[config.mk]
export PLATFORM = sky130hd
export DESIGN_NAME = serial_add_seq_flat
export DESIGN_NICKNAME = d
export VERILOG_FILES = /design/src/rtl/serial_add_seq_if.sv /design/src/rtl/serial_add_seq.sv /design/src/flat_wrapper.sv
export SDC_FILE = /design/constraint.sdc
export NUM_CORES = 1
export LEC_CHECK = 0
export ABC_AREA = 1
export ABC_CLOCK_PERIOD_IN_PS = 3100
export CAP_MARGIN = 20
export CORE_MARGIN = 1
export CORE_UTILIZATION = 50
export DETAILED_ROUTE_END_ITERATION = 16
export GPL_TIMING_DRIVEN = 1
export PLACE_DENSITY = 0.82
export SYNTH_ARGS = -nofsm -noshare
export SYNTH_HDL_FRONTEND = slang
export SYNTH_SLANG_ARGS = --single-unit
[constraint.sdc]
create_clock -name clk -period 3.1 [get_ports clk]
set_input_delay 0.775 -clock clk [delete_from_list [all_inputs] [get_ports clk]]
set_output_delay 0.775 -clock clk [all_outputs]
set_load 0.005 [all_outputs]
[src/rtl/serial_add_seq_if.sv]
`default_nettype none
// ============================================================================
//  Module   : serial_add_seq_if
//  Purpose  : Request/result bundle for the bit-serial adder sequencer.
//             The master side supplies the operands and start. The slave side
//             (the sequencer) returns busy, done, sum and cout.
//  Ports    : start, a_in[WIDTH], b_in[WIDTH], cin    (master -> slave)
//             busy, done, sum[WIDTH], cout            (slave -> master)
//             ovf                                     (slave -> master,
//                                                      SERIAL_ADD_OVF_EN only)
//  Config   : SERIAL_ADD_OVF_EN adds the signed-overflow flag ovf.
//  Revision : 1.0  initial release
// ============================================================================
interface serial_add_seq_if #(
   parameter int WIDTH = 8
);
   logic             start;
   logic [WIDTH-1:0] a_in;
   logic [WIDTH-1:0] b_in;
   logic             cin;
   logic             busy;
   logic             done;
   logic [WIDTH-1:0] sum;
   logic             cout;
`ifdef SERIAL_ADD_OVF_EN
   logic             ovf;
`endif

   modport master (
      output start, a_in, b_in, cin,
`ifdef SERIAL_ADD_OVF_EN
      input  ovf,
`endif
      input  busy, done, sum, cout
   );

   modport slave (
      input  start, a_in, b_in, cin,
`ifdef SERIAL_ADD_OVF_EN
      output ovf,
`endif
      output busy, done, sum, cout
   );
endinterface
`default_nettype wire

[src/rtl/serial_add_seq.sv]
`default_nettype none
// ============================================================================
//  Module   : serial_add_seq
//  Purpose  : Bit-serial adder sequencer built around a single full-adder
//             stage. Two WIDTH-bit operands are latched on an accepted start.
//             One bit pair is then processed per clock, LSB first. The carry is
//             registered between bits, and the sum is assembled in a shift
//             register. On the last bit the sequencer raises a one-cycle done
//             pulse, and sum/cout are held from then on.
//  Ports    : clk    - rising-edge clock
//             rst_n  - asynchronous active-low reset
//             bus    - serial_add_seq_if.slave (start, a_in, b_in, cin in;
//                      busy, done, sum, cout [, ovf] out)
//  Params   : WIDTH  - operand/sum width, legal range 2..32
//  Config   : SERIAL_ADD_OVF_EN adds the registered signed-overflow flag ovf.
//  Revision : 1.0  initial release
// ============================================================================
module serial_add_seq #(
   parameter int WIDTH = 8
) (
   input  wire logic          clk,
   input  wire logic          rst_n,
   serial_add_seq_if.slave    bus
);

   localparam int              CNT_W  = $clog2(WIDTH);
   localparam logic [CNT_W-1:0] C_LAST = CNT_W'(WIDTH - 1);
   localparam logic [CNT_W-1:0] C_ONE  = CNT_W'(1);

   typedef enum logic [1:0] {
      S_IDLE = 2'd0,
      S_RUN  = 2'd1,
      S_DONE = 2'd2
   } state_t;

   state_t             r_state, w_state_nxt;
   logic [WIDTH-1:0]   r_a, w_a_nxt;
   logic [WIDTH-1:0]   r_b, w_b_nxt;
   logic [WIDTH-1:0]   r_sum, w_sum_nxt;
   logic               r_carry, w_carry_nxt;
   logic [CNT_W-1:0]   r_cnt, w_cnt_nxt;
   logic               r_busy, w_busy_nxt;
   logic               r_done, w_done_nxt;
   logic               r_cout, w_cout_nxt;
`ifdef SERIAL_ADD_OVF_EN
   logic               r_ovf, w_ovf_nxt;
`endif

   // Single full-adder stage working on the current LSB pair
   logic w_fa_sum;
   logic w_fa_carry;

   assign w_fa_sum   = r_a[0] ^ r_b[0] ^ r_carry;
   assign w_fa_carry = (r_a[0] & r_b[0]) | (r_a[0] & r_carry) | (r_b[0] & r_carry);

   // State and datapath registers
   always_ff @(posedge clk or negedge rst_n) begin
      if (!rst_n) begin
         r_state <= S_IDLE;
         r_a     <= '0;
         r_b     <= '0;
         r_sum   <= '0;
         r_carry <= 1'b0;
         r_cnt   <= '0;
         r_busy  <= 1'b0;
         r_done  <= 1'b0;
         r_cout  <= 1'b0;
`ifdef SERIAL_ADD_OVF_EN
         r_ovf   <= 1'b0;
`endif
      end else begin
         r_state <= w_state_nxt;
         r_a     <= w_a_nxt;
         r_b     <= w_b_nxt;
         r_sum   <= w_sum_nxt;
         r_carry <= w_carry_nxt;
         r_cnt   <= w_cnt_nxt;
         r_busy  <= w_busy_nxt;
         r_done  <= w_done_nxt;
         r_cout  <= w_cout_nxt;
`ifdef SERIAL_ADD_OVF_EN
         r_ovf   <= w_ovf_nxt;
`endif
      end
   end

   // Next-state and next-output logic
   always_comb begin
      w_state_nxt = r_state;
      w_a_nxt     = r_a;
      w_b_nxt     = r_b;
      w_sum_nxt   = r_sum;
      w_carry_nxt = r_carry;
      w_cnt_nxt   = r_cnt;
      w_busy_nxt  = r_busy;
      w_done_nxt  = 1'b0;          // done is a pulse and never holds by itself
      w_cout_nxt  = r_cout;
`ifdef SERIAL_ADD_OVF_EN
      w_ovf_nxt   = r_ovf;
`endif

      case (r_state)
         // DONE behaves like IDLE for acceptance, so a start held high
         // chains straight into the next add without an idle cycle.
         S_IDLE, S_DONE: begin
            if (bus.start) begin
               w_a_nxt     = bus.a_in;
               w_b_nxt     = bus.b_in;
               w_carry_nxt = bus.cin;
               w_cnt_nxt   = '0;
               w_busy_nxt  = 1'b1;
               w_state_nxt = S_RUN;
            end else begin
               w_state_nxt = S_IDLE;
            end
         end

         // start is not looked at here, so requests during RUN are ignored.
         S_RUN: begin
            w_a_nxt     = {1'b0, r_a[WIDTH-1:1]};
            w_b_nxt     = {1'b0, r_b[WIDTH-1:1]};
            w_sum_nxt   = {w_fa_sum, r_sum[WIDTH-1:1]};
            w_carry_nxt = w_fa_carry;
            if (r_cnt == C_LAST) begin
               w_cnt_nxt   = '0;
               w_busy_nxt  = 1'b0;
               w_done_nxt  = 1'b1;
               w_cout_nxt  = w_fa_carry;
`ifdef SERIAL_ADD_OVF_EN
               // r_carry is the carry into the MSB on this last bit.
               w_ovf_nxt   = r_carry ^ w_fa_carry;
`endif
               w_state_nxt = S_DONE;
            end else begin
               w_cnt_nxt   = r_cnt + C_ONE;
            end
         end

         default: begin
            w_state_nxt = S_IDLE;
            w_busy_nxt  = 1'b0;
         end
      endcase
   end

   assign bus.busy = r_busy;
   assign bus.done = r_done;
   assign bus.sum  = r_sum;
   assign bus.cout = r_cout;
`ifdef SERIAL_ADD_OVF_EN
   assign bus.ovf  = r_ovf;
`endif

endmodule
`default_nettype wire
[src/flat_wrapper.sv]
// flat-port wrapper written by rule: the top's interface ports become plain ports
module serial_add_seq_flat 
#(
   parameter int WIDTH = 8
)
  (clk, rst_n, bus_start, bus_a_in, bus_b_in, bus_cin, bus_busy, bus_done, bus_sum, bus_cout);
  serial_add_seq_if #(.WIDTH(WIDTH)) bus_i ();
  input  wire logic clk;
  input  wire logic rst_n;
  input wire logic [$bits(bus_i.start)-1:0] bus_start;
  input wire logic [$bits(bus_i.a_in)-1:0] bus_a_in;
  input wire logic [$bits(bus_i.b_in)-1:0] bus_b_in;
  input wire logic [$bits(bus_i.cin)-1:0] bus_cin;
  output wire logic [$bits(bus_i.busy)-1:0] bus_busy;
  output wire logic [$bits(bus_i.done)-1:0] bus_done;
  output wire logic [$bits(bus_i.sum)-1:0] bus_sum;
  output wire logic [$bits(bus_i.cout)-1:0] bus_cout;
  assign bus_i.start = bus_start;
  assign bus_i.a_in = bus_a_in;
  assign bus_i.b_in = bus_b_in;
  assign bus_i.cin = bus_cin;
  assign bus_busy = bus_i.busy;
  assign bus_done = bus_i.done;
  assign bus_sum = bus_i.sum;
  assign bus_cout = bus_i.cout;
  serial_add_seq #(.WIDTH(WIDTH)) u_core (.clk(clk), .rst_n(rst_n), .bus(bus_i));
endmodule
; Word level (Yosys, flattened, before mapping)
; Index checks and enable logic that the tools add are counted.
[word_totals]
reg_bits = 33
in_bits = 20
out_inout_bits = 11
wordCells = 45
[classes]
n_addsub = 1
eq_ne = 5
n_mux = 17
bitwise_logic = 7
n_reduce_logical = 6
[op_table]
columns = cell, count
row1 = case mux 8 bit (2 select lines), 2
row2 = two-way mux 8 bit, 2
row3 = two-way mux 1 bit, 6
row4 = two-way mux 3 bit, 2
row5 = case mux 3 bit (2 select lines), 1
row6 = AND reduction 2 bit, 3
row7 = case mux 1 bit (2 select lines), 2
row8 = case mux 2 bit (2 select lines), 1
row9 = "adder 3 x 1 -> 3 bit, second input constant", 1
row10 = AND 1 bit, 3
row11 = "== test 3 bit, second input constant", 1
row12 = "== test 2 x 1 -> 1 bit, second input constant", 1
row13 = "== test 2 bit, second input constant", 1
row14 = logical NOT 2 bit, 1
row15 = two-way mux 2 bit, 1
row16 = "!= test 2 x 1 -> 1 bit, second input constant", 1
row17 = "!= test 2 bit, second input constant", 1
row18 = OR 1 bit, 2
row19 = nonzero test 2 bit, 1
row20 = OR reduction 2 bit, 1
row21 = XOR 1 bit, 2

; Logic depth before layout (Yosys ltp)
; Gate-level depths: netlist of the first run.
[logic_depth]
depth_word = 4
depth_mapped = 8
ltp_nobuf = 6

; Worst setup path after synthesis of the first run
; No wires, ideal clock.
[synth_timing]
path_type = input port to flip-flop
from = in bus_start
to = reg u_core.r_b[0]
arrival_ns = 1.200
t_required_ns = 2.983
slack_ns = 1.782
path_stages = 6
path_buffers = 1
path_cell_list = nand2_4 > nand2_4 > inv_4 > buf_6 > nand2_1 > nand2_1
[synth_via]
elab_chain_cells = 2
[synth_rtl]
columns = item, line_no
row1 = "start, declared", flat_wrapper.sv:10  ; input wire logic [$bits(bus_i.start)-1:0] bus_start;
row2 = != test 2 bit (no source line), -
row3 = AND reduction 2 bit (no source line), -
row4 = "end signal, assigned", serial_add_seq.sv:74  ; r_b <= w_b_nxt;
row5 = "end, declared", serial_add_seq.sv:38  ; logic [WIDTH-1:0] r_b, w_b_nxt;
; No other way between the ends.
; A chain may end at the register's enable or synchronous reset.

; Worst setup path after layout of the first run
[layout_timing]
from = reg u_core.r_sum[2] (netlist: u_core.bus.sum[2])
to = out bus_sum[2]
[layout_lines]
columns = item, line_no
row1 = "start, declared", serial_add_seq.sv:39  ; logic [WIDTH-1:0] r_sum, w_sum_nxt;
row2 = "start signal, assigned", serial_add_seq.sv:75  ; r_sum <= w_sum_nxt;
row3 = "end, declared", flat_wrapper.sv:16  ; output wire logic [$bits(bus_i.sum)-1:0] bus_sum;
; No word-level cell between the ends.

==> impl_metrics.env, run 1 <==
export IMPL_status="finished clean"
export IMPL_critPathBufInv=1
export IMPL_layout_drive_gt1_share=0.0693
export IMPL_cts_tree="yes"
export IMPL_hp_start="u_core.r_a[6]"
export IMPL_timing_final_crit_period_ns=2.01
export IMPL_gp_congestion=0.728
export IMPL_die_area_um2=3460
export IMPL_peakVddDrop_mv=0.492
export IMPL_syn_num_nets=224
export IMPL_synth_top_family_by_area="simple AND/OR/NAND/NOR gates"
export IMPL_post_cts_setup_buffers=0
export IMPL_synthXorXnorAreaFrac=0
export IMPL_hold_path_class="reg -> reg"
export IMPL_clk_latency_ns=0.34
export IMPL_critPathRequiredTime_ns=2.32
export IMPL_dpl_hpwl_um=1980
export IMPL_rsz0062_at_grt="no"
export IMPL_h_tree_depth=2
export IMPL_drv_cap=0
export IMPL_ys_seq_area_frac=0.511
export IMPL_p_leak_uw=0.00105
export IMPL_fmax_ghz=0.497
export IMPL_drc_errors=0
export IMPL_setup_worst_path_start_class="flip-flop"
export IMPL_detail_route_antenna_nets=0
export IMPL_setup_tns_ns=0
export IMPL_cts_buffers=5
export IMPL_avgRoutedWirePerCell_um=10.7
export IMPL_hold_viol_final=0
export IMPL_syn_mean_instance_area_um2=8.04
export IMPL_synth_compound_area_frac=0.0433
export IMPL_rows=20
export IMPL_start_util=0.530
export IMPL_synthToLayoutAreaGrowth_pct=21.0
export IMPL_core_area_um2=3050
export IMPL_num_vias=1272
export IMPL_drtIter0Drc=34
export IMPL_setup_ws_ns=1.09
export IMPL_first_pass_iters=4
export IMPL_chipWidth_um=58.9
export IMPL_ctsLongestPathBuffers=2
export IMPL_critPathTopFamily="buffers and inverters"
export IMPL_synth_seq_cells=33
export IMPL_finalSetupViolations=0
export IMPL_cts_resized=0
export IMPL_rr_startpoint="u_core.r_state[0]"
export IMPL_yosys_area_share_simple=0.272
export IMPL_crit_chain="clkdlybuf4s50_1"
export IMPL_synthCells=201
export IMPL_slew_viol_final=0
export IMPL_crit_start="u_core.bus.sum[2]"
export IMPL_track_usage=0.206
export IMPL_grt_pass1_vias=1181
export IMPL_portBuffers=30
export IMPL_critPathMaxFanout=3
export IMPL_fin_skew_ns=0.0110
export IMPL_power_density_nw_per_um2=952
export IMPL_path_clk_slew_ns=0.11
export IMPL_ys_warn_count=0
export IMPL_top_level_ports=31
export IMPL_ctsRootBufferMaster="clkbuf_4"
export IMPL_vias_per_cell=4.63
export IMPL_ctsHoldBuffers=0
export IMPL_clock_sinks=33
export IMPL_crit_path_end_kind="primary output"
export IMPL_max_stage_delay_ns=0.51
export IMPL_synth_area_um2=1620
export IMPL_num_antenna_cells=0
export IMPL_min_period_over_period=0.649
export IMPL_synth_fa_ha_area_frac=0.0279
export IMPL_die_h_um=58.9
export IMPL_relSlewSlack=0.582
export IMPL_antenna_found_initial=0
export IMPL_worst_pin_slew_ns=0.628
export IMPL_synth_cell_types=15
export IMPL_crit_type="reg -> out"
export IMPL_synth_mux_area_frac=0
export IMPL_grt_pass1_wl_um=5200
export IMPL_critPathSlowestCell="clkdlybuf4s50_1"
export IMPL_grt_max_degree=34
export IMPL_overflow=0
export IMPL_pre_cts_ws_ns=1.16
export IMPL_wl_um=2940
export IMPL_final_nets=253
export IMPL_worstPathArrival_ns=1.24
worst paths after layout:
| kind | slack, ns | cells past startpoint | endpoint |
|---|---|---|---|
| max | 1.09 | 1 | bus_sum[2] |
| max reg2reg | 1.35 | 5 | u_core.r_b[2] |
| max in group asynchronous | 2.00 | 2 | u_core.bus.sum[5] |
| min reg2reg | 0.49 | 2 | u_core.r_a[6] |
| min in group asynchronous | 0.82 | 2 | u_core.bus.sum[7] |
| min | 0.49 | 2 | u_core.r_a[6] |
per-layer routing:
metal  vias up  part of all wire  track usage
li1        663                 -            -
met1       580              0.49        0.271
met2        24              0.46        0.315
met3         5             0.036       0.0593
met4         0             0.020       0.0952
met5         -                 0            0
power breakdown:
part / total, uW / internal (uW) / switching (uW) / leakage, uW
Clock: 234 / 85.3 / 149 / 0.0000310
Sequential: 776 / 633 / 143 / 0.000406
Combinational: 852 / 367 / 485 / 0.000615
kinds of logic after synthesis:
logic type / after synthesis
fa+ha+maj: 3
flops: 33
buf+inv: 50
simple gates: 101
compound gates: 14
cell usage in the layout (no fill, tap or decap):
master,netlist,final
o21ai_0,7,7
nand2_1,65,65
buf_4,1,1
inv_4,1,1
clkbuf_4,0,5
o21ai_1,7,7
clkdlybuf4s50_1,0,30
nand2_4,3,3
inv_1,37,37
ha_1,2,2
fa_1,1,1
nor2_1,2,2
clkinv_2,0,2
nand3_1,31,31
clkinvlp_4,0,1
dfrtp_1,33,33
inv_2,3,3
cell type report:
class	instances	area, um^2
inverter	41	156
sequential	33	826
multi-input combinational	118	556
fill	275	1100
tap	44	55.1
timing repair buffer	31	308
clock buffer	5	37.5
clock inverter	3	17.5
metrics by stage:
step / area, um^2 / hold slack, ns / util / std cells / power [uW]
after floorplan: 1620 / 0.446 / - / 201 / 1430
after global placement: 1900 / 0.464 / 0.623 / 267 / 1600
after detailed placement: 1900 / 0.466 / 0.623 / 267 / 1640
after CTS: 1960 / 0.492 / 0.641 / 275 / 1870
after global routing: 1960 / 0.515 / 0.641 / 275 / 2060
final: 1960 / 0.486 / 0.641 / 275 / 1860
state kept, by name, summed over array words and instances, names as in the netlist:
name             count
u_core.r_state       2
u_core.bus.sum       8
u_core.bus.done      1
u_core.bus.cout      1
u_core.bus.busy      1
u_core.r_b           8
u_core.r_carry       1
u_core.r_cnt         3
u_core.r_a           8
Yosys cell counts (all sizes together):
cell type | instances | area (um^2)
buf | 9 | 78.8
dfrtp | 33 | 826
fa | 1 | 20.0
ha | 2 | 25.0
inv | 41 | 156
nand2 | 68 | 278
nand3 | 31 | 155
nor2 | 2 | 7.51
o21ai | 14 | 70.1
(Power assumes the default switching activity.)
==> run 2: changes to the inputs <==
--- a/config.mk
+++ b/config.mk
@@ -6,13 +6,13 @@
 export NUM_CORES = 1
 export LEC_CHECK = 0
 export ABC_AREA = 1
-export ABC_CLOCK_PERIOD_IN_PS = 3100
+export ABC_CLOCK_PERIOD_IN_PS = 1750
 export CAP_MARGIN = 20
 export CORE_MARGIN = 1
-export CORE_UTILIZATION = 50
+export CORE_UTILIZATION = 46
 export DETAILED_ROUTE_END_ITERATION = 16
 export GPL_TIMING_DRIVEN = 1
-export PLACE_DENSITY = 0.82
+export PLACE_DENSITY = 0.8
 export SYNTH_ARGS = -nofsm -noshare
 export SYNTH_HDL_FRONTEND = slang
 export SYNTH_SLANG_ARGS = --single-unit
==> constraint.sdc (replaced) <==
create_clock -name clk -period 1.75 [get_ports clk]
set_input_delay 0.4375 -clock clk [delete_from_list [all_inputs] [get_ports clk]]
set_output_delay 0.4375 -clock clk [all_outputs]
set_load 0.005 [all_outputs]
==> impl_metrics.env, run 2 (synthesis results as in run 1) <==
export IMPL_start_util=0.481
export IMPL_cts_buffers=5
export IMPL_peakVddDrop_mv=0.878
export IMPL_status="finished clean"
export IMPL_layout_cells_non_filler=281
export IMPL_num_antenna_cells=0
export IMPL_p_leak_uw=0.00108
export IMPL_holdWs_ns=0.471
export IMPL_grt_pass1_wl_um=5180
export IMPL_core_area_um2=3360
export IMPL_path_clk_slew_ns=0.11
export IMPL_finalSetupViolations=0
export IMPL_crit_chain="clkdlybuf4s50_1"
export IMPL_post_cts_setup_buffers=0
export IMPL_final_common_cell="nand2_1"
export IMPL_grt_max_degree=34
export IMPL_layout_drive_gt1_share=0.0851
export IMPL_worstPathArrival_ns=1.24
export IMPL_regArea_um2=826
export IMPL_chipWidth_um=61.3
export IMPL_track_usage=0.198
export IMPL_crit_type="reg -> out"
export IMPL_crit_path_end_kind="primary output"
export IMPL_cts_tree="yes"
export IMPL_final_nets=257
export IMPL_power_density_nw_per_um2=1770
export IMPL_critPathTopFamily="buffers and inverters"
export IMPL_worst_r2r_setup_slack_ns=0.47
export IMPL_max_stage_delay_ns=0.51
export IMPL_ctsHoldBuffers=0
export IMPL_vias_per_cell=4.60
export IMPL_rr_startpoint="u_core.r_state[0]"
export IMPL_rows=21
export IMPL_num_vias=1292
export IMPL_critPathSlowestCell="clkdlybuf4s50_1"
export IMPL_overflow=0
export IMPL_slew_viol_final=0
export IMPL_clock_sinks=33
export IMPL_setup_ws_ns=0.0690
export IMPL_fillers=327
export IMPL_ctsLongestPathBuffers=2
export IMPL_gp_congestion=0.793
export IMPL_avgRoutedWirePerCell_um=10.8
export IMPL_portBuffers=30
export IMPL_h_tree_depth=2
export IMPL_critPathBufInv=1
export IMPL_dpl_cell_count=273
export IMPL_hold_viol_final=0
export IMPL_detail_route_antenna_nets=0
export IMPL_multi_input_area_um2=556
export IMPL_pre_cts_ws_ns=0.169
export IMPL_top_level_ports=31
export IMPL_cts_resized=0
export IMPL_drv_cap=0
export IMPL_wl_um=3040
export IMPL_first_pass_iters=4
export IMPL_synthToLayoutAreaGrowth_pct=25.1
export IMPL_final_area_um2=2020
export IMPL_final_cell_mix="nand2_1 (65), inv_1 (37), dfrtp_1 (33)"
export IMPL_relSlewSlack=0.729
export IMPL_hold_path_class="in -> async"
export IMPL_critPathRequiredTime_ns=1.31
export IMPL_clk_latency_ns=0.34
export IMPL_setup_tns_ns=0
export IMPL_antenna_found_initial=0
export IMPL_setup_worst_path_start_class="flip-flop"
export IMPL_grt_pass1_vias=1195
export IMPL_dpl_cell_area_um2=1930
export IMPL_die_area_um2=3760
export IMPL_r2r_end="u_core.r_b[4]"
export IMPL_fmax_ghz=0.595
export IMPL_drtIter0Drc=41
export IMPL_ctsRootBufferMaster="clkbuf_4"
export IMPL_timing_final_crit_period_ns=1.68
export IMPL_reg2reg_depth=5
export IMPL_worst_pin_slew_ns=0.407
export IMPL_die_h_um=61.3
export IMPL_drc_errors=0
export IMPL_min_period_over_period=0.961
export IMPL_dpl_hpwl_um=2080
export IMPL_fin_skew_ns=0.00664
export IMPL_rsz0062_at_grt="no"
export IMPL_critPathMaxFanout=3
## run 2: routing by layer
layer  up-vias  part of all wire  track usage
met3         5             0.044       0.0630
met2        30              0.45        0.311
met4         0            0.0099       0.0779
li1        671                 -            -
met5         -                 0            0
met1       586              0.50        0.255
## run 2: final cells by class
| class | instances | share of cell area |
|---|---|---|
| Multi-Input combinational cell | 118 | 0.275 |
| Timing Repair Buffer | 35 | 0.167 |
| Clock buffer | 6 | 0.0254 |
| Clock inverter | 2 | 0.0186 |
| Inverter | 41 | 0.0774 |
| Tap cell | 46 | 0.0285 |
| Sequential cell | 33 | 0.408 |
## run 2: metrics by stage
step                total power, uW  utilization
finish                         3570        0.601
global route                   3920        0.601
CTS                            3600        0.601
detailed placement             2980        0.575
global placement               2900        0.575
floorplan                      2530            -
## run 2: worst max path at each step
stage	from	end	slack [ns]	cells after the start
floorplan	u_core.r_carry	u_core.r_carry	0.59	5
global placement	bus_start	u_core.r_a[4]	0.21	6
detailed placement	bus_start	u_core.r_b[0]	0.17	6
CTS	u_core.bus.sum[6]	bus_sum[6]	0.06	1
global route	u_core.bus.sum[6]	bus_sum[6]	0.02	1
finish	u_core.bus.sum[6]	bus_sum[6]	0.07	1
## run 2: power breakdown
group | internal [uW] | switching, uW
registers | 1120 | 218
logic | 710 | 914
clock network | 339 | 272
total | 2170 | 1400
==> run 3: changes to the inputs <==
--- a/config.mk
+++ b/config.mk
@@ -13,6 +13,8 @@
 export DETAILED_ROUTE_END_ITERATION = 16
 export GPL_TIMING_DRIVEN = 1
 export PLACE_DENSITY = 0.8
+export REMOVE_ABC_BUFFERS = 1
+export SETUP_SLACK_MARGIN = 0.3
 export SYNTH_ARGS = -nofsm -noshare
 export SYNTH_HDL_FRONTEND = slang
 export SYNTH_SLANG_ARGS = --single-unit
==> impl_metrics.env, run 3 (synthesis results as in run 1) <==
export IMPL_drv_cap=0
export IMPL_drc_errors=0
export IMPL_critPathTopFamily="flip-flops"
export IMPL_cts_buffers=5
export IMPL_hold_path_class="reg -> reg"
export IMPL_worstPathArrival_ns=0.98
export IMPL_met1_length_um=1540
export IMPL_rsz0062_at_grt="no"
export IMPL_p_leak_uw=0.00115
export IMPL_chipWidth_um=61.3
export IMPL_grt_pass1_wl_um=5290
export IMPL_holdWs_ns=0.490
export IMPL_peakVddDrop_mv=0.890
export IMPL_fin_skew_ns=0.00749
export IMPL_top_level_ports=31
export IMPL_worst_pin_slew_ns=0.418
export IMPL_ctsRootBufferMaster="clkbuf_4"
export IMPL_detail_route_antenna_nets=0
export IMPL_crit_chain="dlygate4sd2_1"
export IMPL_track_usage=0.199
export IMPL_drtIter0Drc=34
export IMPL_critPathMaxFanout=2
export IMPL_hold_viol_final=0
export IMPL_ctsLongestPathBuffers=2
export IMPL_h_tree_depth=2
export IMPL_fillers=314
export IMPL_grt_max_degree=34
export IMPL_core_area_um2=3360
export IMPL_cts_tree="yes"
export IMPL_dpl_hpwl_um=2120
export IMPL_critPathSlowestCell="dfrtp_1"
export IMPL_gp_congestion=0.734
export IMPL_synthToLayoutAreaGrowth_pct=25.9
export IMPL_layout_drive_gt1_share=0.100
export IMPL_final_common_cell="nand2_1"
export IMPL_fmax_ghz=0.708
export IMPL_critPathRequiredTime_ns=1.31
export IMPL_grt_pass1_vias=1289
export IMPL_rows=21
export IMPL_clock_sinks=33
export IMPL_wl_um=3240
export IMPL_overflow=0
export IMPL_ctsHoldBuffers=0
export IMPL_finalSetupViolations=0
export IMPL_slew_viol_final=0
export IMPL_die_area_um2=3760
export IMPL_num_antenna_cells=0
export IMPL_critPathBufInv=1
export IMPL_vias_per_cell=4.72
export IMPL_start_util=0.481
export IMPL_top_layer="met4"
export IMPL_antenna_found_initial=0
export IMPL_setup_worst_path_start_class="flip-flop"
export IMPL_avgRoutedWirePerCell_um=11.3
export IMPL_route_met3_wl_um=130
export IMPL_num_vias=1349
export IMPL_power_density_nw_per_um2=1690
export IMPL_min_period_over_period=0.808
export IMPL_path_clk_slew_ns=0.09
export IMPL_timing_final_crit_period_ns=1.41
export IMPL_first_pass_iters=4
export IMPL_status="finished clean"
export IMPL_crit_type="reg -> out"
export IMPL_relSlewSlack=0.721
export IMPL_clk_latency_ns=0.32
export IMPL_final_nets=263
export IMPL_setup_tns_ns=0
export IMPL_wl_met2_um=1520
export IMPL_die_h_um=61.3
export IMPL_max_stage_delay_ns=0.39
export IMPL_crit_path_end_kind="primary output"
export IMPL_portBuffers=30
export IMPL_final_cell_mix="nand2_1 (65), inv_1 (37), dfrtp_1 (33)"
-- run 3: changes by cell type in the layout (fill, tap and decap cells not counted), sizes merged --
| cell | previous run | this run |
|---|---|---|
| clkbuf | 6 | 7 |
| clkinvlp | 1 | 0 |
| clkdlybuf4s50 | 30 | 19 |
| bufinv | 1 | 0 |
| dlygate4sd2 | 0 | 10 |
| dlymetal6s2s | 0 | 1 |
| buf | 5 | 11 |
-- run 3: routing by layer --
layer / GRT usage / vias up
li1: - / 681
met1: 0.232 / 626
met2: 0.332 / 36
met3: 0.0504 / 6
met4: 0.117 / 0
met5: 0 / -
-- run 3: final timing paths --
path,startpoint,end,slack (ns),depth (start not counted)
worst max-delay path,u_core.bus.sum[5],bus_sum[5],0.34,1
worst min-delay path,u_core.bus.busy,u_core.bus.busy,0.49,2
worst max register to register,u_core.r_state[0],u_core.r_cnt[0],0.45,5
worst min register to register,u_core.bus.busy,u_core.bus.busy,0.49,2
max in group asynchronous,rst_n,u_core.r_b[6],0.93,2
min in group asynchronous,rst_n,u_core.bus.done,0.52,2
-- run 3: stage by stage --
step           setup slack [ns]  std cells  utilization  total power [uW]  cell area (um^2)
4_1_cts                   0.115        283        0.598              3420              2010
2_1_floorplan             0.387        192            -              2340              1540
3_3_place_gp              0.262        273        0.578              2940              1950
3_5_place_dp              0.235        273        0.578              3010              1950
6_report                  0.337        286        0.605              3440              2040
5_1_grt                   0.294        286        0.605              3780              2040
-- run 3: final cells by class --
type	count	area [um^2]	share of cell area
repair buffers	41	385	0.189
flip-flops and latches	33	826	0.406
well taps	46	57.6	0.0283
inverters	41	156	0.0768
clock buffers	7	55.1	0.0270
multi-input cells	118	556	0.273
-- run 3: power breakdown --
group	internal (uW)	total [uW]	switching, uW
Clock	190	425	235
Combinational	740	1700	957
Sequential	1120	1320	199
Total	2050	3440	1390
-- run 3: repair_timing --
item                       in CTS  in global routing
gates resized for setup        10                  1
setup endpoints to repair      11                  3
setup buffers                   3                  3
